### config.mk
export PLATFORM = sky130hd
export DESIGN_NAME = m_imem_loader_flat
export DESIGN_NICKNAME = d
export VERILOG_FILES = /design/src/rtl/m_imem_loader_if.sv /design/src/rtl/m_imem_loader.sv /design/src/flat_wrapper.sv
export SDC_FILE = /design/constraint.sdc
export NUM_CORES = 1
export LEC_CHECK = 0
export ABC_AREA = 1
export ABC_CLOCK_PERIOD_IN_PS = 4040
export CAP_MARGIN = 20
export CORE_UTILIZATION = 25
export CTS_CLUSTER_SIZE = 25
export DETAILED_ROUTE_END_ITERATION = 12
export PLACE_DENSITY = 0.46
export SYNTH_ARGS = -nofsm -noshare
export SYNTH_HDL_FRONTEND = slang
export SYNTH_SLANG_ARGS = --single-unit
export TNS_END_PERCENT = 100
### constraint.sdc
create_clock -name w_clk -period 4.04 [get_ports w_clk]
set_input_delay 0.808 -clock w_clk [delete_from_list [all_inputs] [get_ports w_clk]]
set_output_delay 0.808 -clock w_clk [all_outputs]
set_load 0.01 [all_outputs]
### src/rtl/m_imem_loader_if.sv
// Byte-stream input and instruction-memory write port of the boot loader.
// The slave modport is the loader side; the master modport is the stream source / memory side.
interface m_imem_loader_if #(
    parameter int ADDR_W = 10
);
    logic              w_in_valid;
    logic [7:0]        w_in_data;
    logic              w_in_ready;
    logic              w_we;
    logic [ADDR_W-1:0] w_waddr;
    logic [31:0]       w_wdata;
    logic              w_cpu_rst;
    logic              w_done;
    logic              w_err;

    modport master (
        output w_in_valid, w_in_data,
        input  w_in_ready, w_we, w_waddr, w_wdata, w_cpu_rst, w_done, w_err
    );

    modport slave (
        input  w_in_valid, w_in_data,
        output w_in_ready, w_we, w_waddr, w_wdata, w_cpu_rst, w_done, w_err
    );
endinterface

### src/rtl/m_imem_loader.sv
// Boot loader: byte stream (16-bit LE word count, then LE words) -> sequential imem writes.
// One byte per cycle; write pulse one cycle after the 4th byte; core reset released after last commit.
module m_imem_loader #(
    parameter int ADDR_W = 10
) (
    input  logic                  w_clk,
    input  logic                  w_rst,
    m_imem_loader_if.slave        bus
);
    typedef enum logic [2:0] {S_CNT0, S_CNT1, S_DATA, S_DONE, S_ERR} state_t;

    localparam logic [16:0] CAP = 17'd1 << ADDR_W;

    state_t            state_q, state_d;
    logic [15:0]       cnt_q, cnt_d;
    logic [ADDR_W:0]   widx_q, widx_d;
    logic [1:0]        bidx_q, bidx_d;
    logic [23:0]       asm_q, asm_d;
    logic              ready_q, ready_d;
    logic              we_q, we_d;
    logic [ADDR_W-1:0] waddr_q, waddr_d;
    logic [31:0]       wdata_q, wdata_d;
    logic              cpu_rst_q, cpu_rst_d;
    logic              done_q, done_d;
    logic              err_q, err_d;

    logic              xfer;
    logic [ADDR_W:0]   widx_inc;
    logic [16:0]       n_full;

    assign xfer     = bus.w_in_valid & ready_q;
    assign widx_inc = widx_q + 1'b1;
    assign n_full   = {1'b0, bus.w_in_data, cnt_q[7:0]};

    always_comb begin
        state_d = state_q;
        cnt_d   = cnt_q;
        widx_d  = widx_q;
        bidx_d  = bidx_q;
        asm_d   = asm_q;
        we_d    = 1'b0;
        waddr_d = waddr_q;
        wdata_d = wdata_q;

        case (state_q)
            S_CNT0: begin
                if (xfer) begin
                    cnt_d[7:0] = bus.w_in_data;
                    state_d    = S_CNT1;
                end
            end
            S_CNT1: begin
                if (xfer) begin
                    cnt_d[15:8] = bus.w_in_data;
                    widx_d      = '0;
                    bidx_d      = '0;
                    if (n_full == 17'd0) begin
                        state_d = S_DONE;
                    end else if (n_full > CAP) begin
                        state_d = S_ERR;
                    end else begin
                        state_d = S_DATA;
                    end
                end
            end
            S_DATA: begin
                if (xfer) begin
                    bidx_d = bidx_q + 2'd1;
                    // Bytes arrive LSB first, so shift new bytes in from the top.
                    asm_d  = {bus.w_in_data, asm_q[23:8]};
                    if (bidx_q == 2'd3) begin
                        we_d    = 1'b1;
                        waddr_d = widx_q[ADDR_W-1:0];
                        wdata_d = {bus.w_in_data, asm_q};
                        widx_d  = widx_inc;
                        if (17'(widx_inc) == {1'b0, cnt_q}) begin
                            state_d = S_DONE;
                        end
                    end
                end
            end
            default: begin
            end
        endcase

        ready_d   = (state_d == S_CNT0) || (state_d == S_CNT1) || (state_d == S_DATA);
        done_d    = (state_d == S_DONE);
        err_d     = (state_d == S_ERR);
        // Release the core one cycle after done, so the final write has committed.
        cpu_rst_d = ~done_q;
    end

    always_ff @(posedge w_clk) begin
        if (w_rst) begin
            state_q   <= S_CNT0;
            cnt_q     <= '0;
            widx_q    <= '0;
            bidx_q    <= '0;
            asm_q     <= '0;
            ready_q   <= 1'b1;
            we_q      <= 1'b0;
            waddr_q   <= '0;
            wdata_q   <= '0;
            cpu_rst_q <= 1'b1;
            done_q    <= 1'b0;
            err_q     <= 1'b0;
        end else begin
            state_q   <= state_d;
            cnt_q     <= cnt_d;
            widx_q    <= widx_d;
            bidx_q    <= bidx_d;
            asm_q     <= asm_d;
            ready_q   <= ready_d;
            we_q      <= we_d;
            waddr_q   <= waddr_d;
            wdata_q   <= wdata_d;
            cpu_rst_q <= cpu_rst_d;
            done_q    <= done_d;
            err_q     <= err_d;
        end
    end

    assign bus.w_in_ready = ready_q;
    assign bus.w_we       = we_q;
    assign bus.w_waddr    = waddr_q;
    assign bus.w_wdata    = wdata_q;
    assign bus.w_cpu_rst  = cpu_rst_q;
    assign bus.w_done     = done_q;
    assign bus.w_err      = err_q;
endmodule

### src/flat_wrapper.sv
// flat-port wrapper written by rule: the top's interface ports become plain ports
module m_imem_loader_flat 
#(
    parameter int ADDR_W = 10
)
  (w_clk, w_rst, bus_w_in_valid, bus_w_in_data, bus_w_in_ready, bus_w_we, bus_w_waddr, bus_w_wdata, bus_w_cpu_rst, bus_w_done, bus_w_err);
  m_imem_loader_if #(.ADDR_W(ADDR_W)) bus_i ();
  input  logic w_clk;
  input  logic w_rst;
  input wire logic [$bits(bus_i.w_in_valid)-1:0] bus_w_in_valid;
  input wire logic [$bits(bus_i.w_in_data)-1:0] bus_w_in_data;
  output wire logic [$bits(bus_i.w_in_ready)-1:0] bus_w_in_ready;
  output wire logic [$bits(bus_i.w_we)-1:0] bus_w_we;
  output wire logic [$bits(bus_i.w_waddr)-1:0] bus_w_waddr;
  output wire logic [$bits(bus_i.w_wdata)-1:0] bus_w_wdata;
  output wire logic [$bits(bus_i.w_cpu_rst)-1:0] bus_w_cpu_rst;
  output wire logic [$bits(bus_i.w_done)-1:0] bus_w_done;
  output wire logic [$bits(bus_i.w_err)-1:0] bus_w_err;
  assign bus_i.w_in_valid = bus_w_in_valid;
  assign bus_i.w_in_data = bus_w_in_data;
  assign bus_w_in_ready = bus_i.w_in_ready;
  assign bus_w_we = bus_i.w_we;
  assign bus_w_waddr = bus_i.w_waddr;
  assign bus_w_wdata = bus_i.w_wdata;
  assign bus_w_cpu_rst = bus_i.w_cpu_rst;
  assign bus_w_done = bus_i.w_done;
  assign bus_w_err = bus_i.w_err;
  m_imem_loader #(.ADDR_W(ADDR_W)) u_core (.w_clk(w_clk), .w_rst(w_rst), .bus(bus_i));
endmodule
* Yosys cells after proc, flatten, opt, wreduce, memory -nomap -nowiden *
Index checks and enable logic that the tools add are counted.
Widths: inputs -> output; s select.

word-level totals
  output and inout port bits = 47
  register bits = 103
  bits of input ports = 11
  logic and storage cells = 60

operators by class
  add/sub/neg operators = 2
  reductions and logical operators = 13
  eq/ne operators = 11
  bitwise operators = 4
  $lt $le $gt $ge = 1
  mux-type cells = 16

operators with widths
  cell                   number
  $mux 11                3
  $pmux 11 s2            1
  $mux 3                 7
  $logic_not 17->1       1
  $eq 11x16->1           1
  $gt 16x11->1 const B   1
  $add 11x1->11 const B  1
  $eq 3x2->1 const B     3
  $pmux 3 s3             1
  $eq 3x1->1 const B     2
  $logic_not 3->1        2
  $ne 2x1->1 const B     3
  $reduce_and 2->1       3
  $reduce_and 3->1       2
  $mux 2                 2
  $pmux 2 s2             1
  $reduce_and 4->1       1
  $eq 3x3->1 const B     1
  $not 1->1              3
  $reduce_or 3->1        1
  $add 2x1->2 const B    1
  $eq 2x2->1 const B     1
  $logic_or 1x1->1       2
  $reduce_bool 2->1      1
  other kinds (2)        2

* Logic depth before layout (Yosys ltp) *
  word-level depth = 9
  gate-level depth with buffers = 14

* Worst setup path before layout *
No wires, ideal clock.

  kind = input -> register
  start = input port bus_w_in_data[0]
  end = register u_core.ready_q (netlist: u_core.bus.w_in_ready)
  arrival = 1.742 ns
  slack = 2.189 ns
  stages on the path = 9
  setup time = 0.109 ns
  cell sequence = or2_2 -> nor2_1 -> nand2_1 -> a21oi_1 -> a21oi_1 -> nor2_1 -> nand3_1 -> nand2_1 -> inv_1

on the way
  cells in the longest elaborated chain, start to end = 8
  elaborated cells on any way between the ends = 11
  those cells by class = 1 x order compare; 2 x eq/ne; 4 x mux; 4 x reduce/logical

ends and longest elaborated chain
  element                                        line                  text
  start: declaration                             flat_wrapper.sv:11    input wire logic [$bits(bus_i.w_in_data)-1:0] bus_w_in_data;
  $gt 16x11->1                                   m_imem_loader.sv:59   end else if (n_full > CAP) begin
  $mux 3                                         m_imem_loader.sv:59
  $mux 3 *                                       m_imem_loader.sv:57   if (n_full == 17'd0) begin
  $mux 3 *                                       m_imem_loader.sv:53   if (xfer) begin
  $pmux 3 s3 *                                   m_imem_loader.sv:45   case (state_q)
  $eq 3x1->1 or $logic_not 3->1 (tied branches)  m_imem_loader.sv:86   ready_d = (state_d == S_CNT0) || (state_d == S_CNT1) || (state_d == S_DATA);
  $logic_or 1x1->1                               m_imem_loader.sv:86
  $logic_or 1x1->1 *                             m_imem_loader.sv:86
  end signal: assignment                         m_imem_loader.sv:113  ready_q <= ready_d;
  end: declaration                               m_imem_loader.sv:19   logic ready_q, ready_d;

Every way passes the cells marked *; elsewhere a longest branch is shown, timed or not.
A chain may end at the register's enable or synchronous reset.

* Worst setup path in the final report *
  start = input port bus_w_in_valid
  end = register u_core.waddr_q[0] (netlist: u_core.bus.w_waddr[0])

on the way
  cells in the longest elaborated chain, start to end = 2

ends and longest elaborated chain
  element                     line                  text
  start: declaration          flat_wrapper.sv:10    input wire logic [$bits(bus_i.w_in_valid)-1:0] bus_w_in_valid;
  $and 1x1->1                 m_imem_loader.sv:31   assign xfer = bus.w_in_valid & ready_q;
  $reduce_and 3->1 (no line)  -
  end signal: assignment      m_imem_loader.sv:115  waddr_q <= waddr_d;
  end: declaration            m_imem_loader.sv:21   logic [ADDR_W-1:0] waddr_q, waddr_d;

No other way between the ends.

==> flow_metrics.py <==
metrics = {
    "die": {
        "die_y_um": 129,
        "die-area_mm2": 0.0166,
        "io-pin-count": 58,
        "start_util": 0.255,
        "core_area_mm2": 0.0158,
        "num_rows": 46,
        "fp.dieW_um": 129,
    },
    "worst_setup_path": {
        "crit_fanout": 52,
        "ff2ff_path_depth": 7,
        "endpoint": "u_core.bus.w_waddr[0]$_SDFFE_PP0P_",
        "worst_ep_required_time_ps": 4320,
        "sort_of_element_at_the_start_of_the_critical_path": "input port",
        "worst_r2r_endpoint": "u_core.bus.w_waddr[0]$_SDFFE_PP0P_",
        "timing.rr.start": "u_core.state_q[0]$_SDFF_PP0_",
        "arrival_ps": 3020,
        "path_class": "input port to flop",
        "end_kind": "flop",
        "ff2ff_setup_slack_ps": 1730,
        "crit_start": "bus_w_in_valid",
    },
    "clocking": {
        "cts_tree": "built",
        "root_buffer": "sky130_fd_sc_hd__clkbuf_16",
        "ctsLongestPathBuffers": 2,
        "cts.repair_timing.setup_buffer_count": 0,
        "ctsHtreeMaxLevel": 3,
        "post_cts_hold_buffer_count": 0,
        "post_cts_resize_count": 0,
        "insertion_delay_ps": 360,
        "tritoncts_buffers": 9,
        "cts_sinks": 103,
        "path_clk_slew_ps": 70,
    },
    "grt": {
        "grt_start_max_net_pins": 53,
        "grt_pass1_wl_mm": 18.0,
        "grt.total_usage": 0.144,
        "overflow": 0,
        "grt_pass1_vias": 3376,
        "grt_antenna_before_repair": 0,
    },
    "timing": {
        "skew_ps": 9.15,
        "setup_violations": 0,
        "rsz0062_at_grt": "false",
        "timing.final.crit_share": 0.678,
        "post-route-min-period_ps": 2740,
        "worst_pin_slew_ps": 820,
        "worst_slew_margin_rel": 0.453,
        "hold_violations": 0,
        "maxSlewViolCount": 0,
        "timing.fmax_mhz": 365,
        "fin_setup_tns_ps": 0,
    },
    "detailed_routing": {
        "number_of_nets_with_antenna_violations_after_detailed_routing": 0,
        "routed-via-count": 3606,
        "via_density_per_instance": 4.50,
        "remaining_drc_errors": 0,
        "routed_wirelength_mm": 11.2,
        "drt-pass1-iter-count": 5,
        "routedWlPerCell_um": 14.0,
        "detail_route.iter0.violations": 154,
    },
    "layout": {
        "final_nets": 594,
        "drive_above_1_share": 0.0546,
        "finalCoreUtilization": 0.323,
        "fillerInstances": 1673,
        "antenna_fix_cells": 0,
        "layout-area-overhead-vs-synth_pct": 26.7,
    },
    "synth": {
        "synth_top_family_by_area": "simple AND/OR/NAND/NOR gates",
        "syn-cell-area_mm2": 0.00403,
        "synth_top_area_frac": 0.512,
        "synthesis.instances": 534,
        "synthesis.area_per_instance_um2": 7.55,
        "postSynthRegisterBits": 103,
        "portion_of_netlist_area_occupied_by_mux_cells": 0,
        "synth.top_cells.by_area": "sky130_fd_sc_hd__dfxtp_1, sky130_fd_sc_hd__o21ai_0, sky130_fd_sc_hd__a21oi_1",
        "yosys.area_share.adder": 0.00621,
        "yosys_warnings": 0,
        "synth_fp_nets": 547,
        "synth.lib_cells_used.distinct": 24,
        "xor_and_xnor_area_share_after_synthesis": 0.00217,
        "synth_top_area_cell": "sky130_fd_sc_hd__dfxtp_1",
        "yosys.area_share.simple": 0.200,
        "fraction_of_the_mapped_netlist_area_in_compound_gates": 0.199,
        "ys_seq_area_frac": 0.512,
    },
    "run_status": {
        "run_status": "finished, final reports clean",
    },
    "placed_design": {
        "io_buffer_count": 57,
        "dp.final_hpwl_mm": 7.68,
        "placer_s_final_routability_congestion_estimate": 0.761,
    },
    "flow_run": {
        "max_cap_violations": 0,
    },
    "power": {
        "share_of_power_burned_in_registers": 0.503,
        "power.share.switching": 0.267,
        "p_switching_uw": 560,
        "static-leakage-power_uw": 0.00187,
        "intPower_uw": 1540,
        "power.density_mw_per_mm2": 411,
        "clockPowerShare": 0.416,
        "vdd_drop_max_mv": 0.198,
        "combPwrFrac": 0.080,
    },
    "worst_hold_path": {
        "timing.hold.worst.class": "flop to flop",
        "worstHoldPathCells": 1,
    },
}
-- worst min path at each step --
| stage | from | to | slack (ps) |
|---|---|---|---|
| global placement | u_core.bus.w_done$_SDFF_PP0_ | u_core.bus.w_cpu_rst$_SDFF_PP1_ | 390 |
| global route | u_core.bus.w_done$_SDFF_PP0_ | u_core.bus.w_cpu_rst$_SDFF_PP1_ | 440 |
| detailed placement | u_core.bus.w_done$_SDFF_PP0_ | u_core.bus.w_cpu_rst$_SDFF_PP1_ | 390 |
| finish | u_core.bus.w_done$_SDFF_PP0_ | u_core.bus.w_cpu_rst$_SDFF_PP1_ | 400 |
| floorplan | u_core.bus.w_done$_SDFF_PP0_ | u_core.bus.w_cpu_rst$_SDFF_PP1_ | 410 |
| CTS | u_core.bus.w_done$_SDFF_PP0_ | u_core.bus.w_cpu_rst$_SDFF_PP1_ | 410 |
-- logic make-up after synthesis --
group / after synthesis
AOI/OAI and AO/OA: 159
xor gates and xnor gates: 1
adders and majority gates: 2
buffers and inverters: 85
DFF: 103
and+or+nand+nor: 184
-- cell usage after synthesis (all sizes together) --
cell type  instances
dfxtp            103
o21ai             84
nand2             81
a21oi             73
inv               59
nand3             46
nor2              46
clkbuf            20
buf                6
nand4              5
ha                 2
nand3b             2
or2                2
and2               1
nor3               1
o21a               1
o21bai             1
xor2               1
-- sequential cells by signal (all words and copies together), names as in the netlist --
register / count
u_core.bus.w_in_ready: 1
u_core.bus.w_waddr: 10
u_core.bidx_q: 2
u_core.bus.w_err: 1
u_core.bus.w_done: 1
u_core.asm_q: 24
u_core.cnt_q: 16
u_core.bus.w_we: 1
u_core.bus.w_cpu_rst: 1
u_core.state_q: 3
u_core.bus.w_wdata: 32
u_core.widx_q: 11
-- power groups by stage --
stage	sequential (uW)	combinational, uW	clock, uW
2_1_floorplan	1080	110	0
3_3_place_gp	1080	166	0
3_5_place_dp	1080	170	0
4_1_cts	1060	171	898
5_1_grt	1060	193	936
6_report	1060	168	873
-- per-stage QoR --
| step | area (um^2) | power (uW) | std cells | worst slack [ps] | hold slack, ps |
|---|---|---|---|---|---|
| finish | 5110 | 2100 | 802 | 1300 | 402 |
| global route | 5110 | 2190 | 802 | 1000 | 442 |
| CTS | 5110 | 2120 | 802 | 1250 | 412 |
| detailed placement | 4820 | 1250 | 786 | 887 | 392 |
| global placement | 4810 | 1250 | 785 | 654 | 387 |
| floorplan | 4030 | 1190 | 534 | 2190 | 411 |
-- cell usage in the layout, fill, tap and decap left out, types with 2 or more instances in the layout --
master	netlist	routed
sky130_fd_sc_hd__ha_1	2	2
sky130_fd_sc_hd__nand3_1	44	44
sky130_fd_sc_hd__nor2_1	42	42
sky130_fd_sc_hd__a21oi_1	73	73
sky130_fd_sc_hd__nand4_1	5	5
sky130_fd_sc_hd__buf_4	0	4
sky130_fd_sc_hd__o21ai_1	1	2
sky130_fd_sc_hd__clkdlybuf4s50_1	0	57
sky130_fd_sc_hd__nand2_1	79	79
sky130_fd_sc_hd__clkbuf_16	0	9
sky130_fd_sc_hd__nand3b_1	2	2
sky130_fd_sc_hd__nand2_2	2	2
sky130_fd_sc_hd__dfxtp_1	103	103
sky130_fd_sc_hd__nand3_2	2	2
sky130_fd_sc_hd__or2_2	2	2
sky130_fd_sc_hd__inv_6	0	3
sky130_fd_sc_hd__o21ai_0	83	82
sky130_fd_sc_hd__inv_1	58	57
sky130_fd_sc_hd__inv_2	1	2
sky130_fd_sc_hd__nor2_2	3	3
-- worst max-delay path: stages --
cell                              delay [ps]
sky130_fd_sc_hd__clkdlybuf4s50_1         460
sky130_fd_sc_hd__nand2_1                 110
sky130_fd_sc_hd__nor2_2                  150
sky130_fd_sc_hd__nand2_2                 360
sky130_fd_sc_hd__inv_2                   750
sky130_fd_sc_hd__o21ai_0                 200
sky130_fd_sc_hd__a21oi_1                 140
-- layout make-up --
class | count | area [um^2] | share of cell area
flip-flops and latches | 103 | 2060 | 0.404
well taps | 216 | 270 | 0.0529
multi-input cells | 346 | 1640 | 0.321
clock buffers | 10 | 229 | 0.0448
inverters | 59 | 221 | 0.0434
clock inverters | 6 | 62.6 | 0.0122
repair buffers | 62 | 621 | 0.122
-- layer usage --
layer,vias up,global-route usage,part of all wire
met5,-,0,0
met4,0,0.0491,0.012
met3,10,0.0387,0.043
met2,70,0.231,0.46
met1,1681,0.185,0.48
li1,1845,-,-
Note: power is estimated with default switching activity, not from simulation.
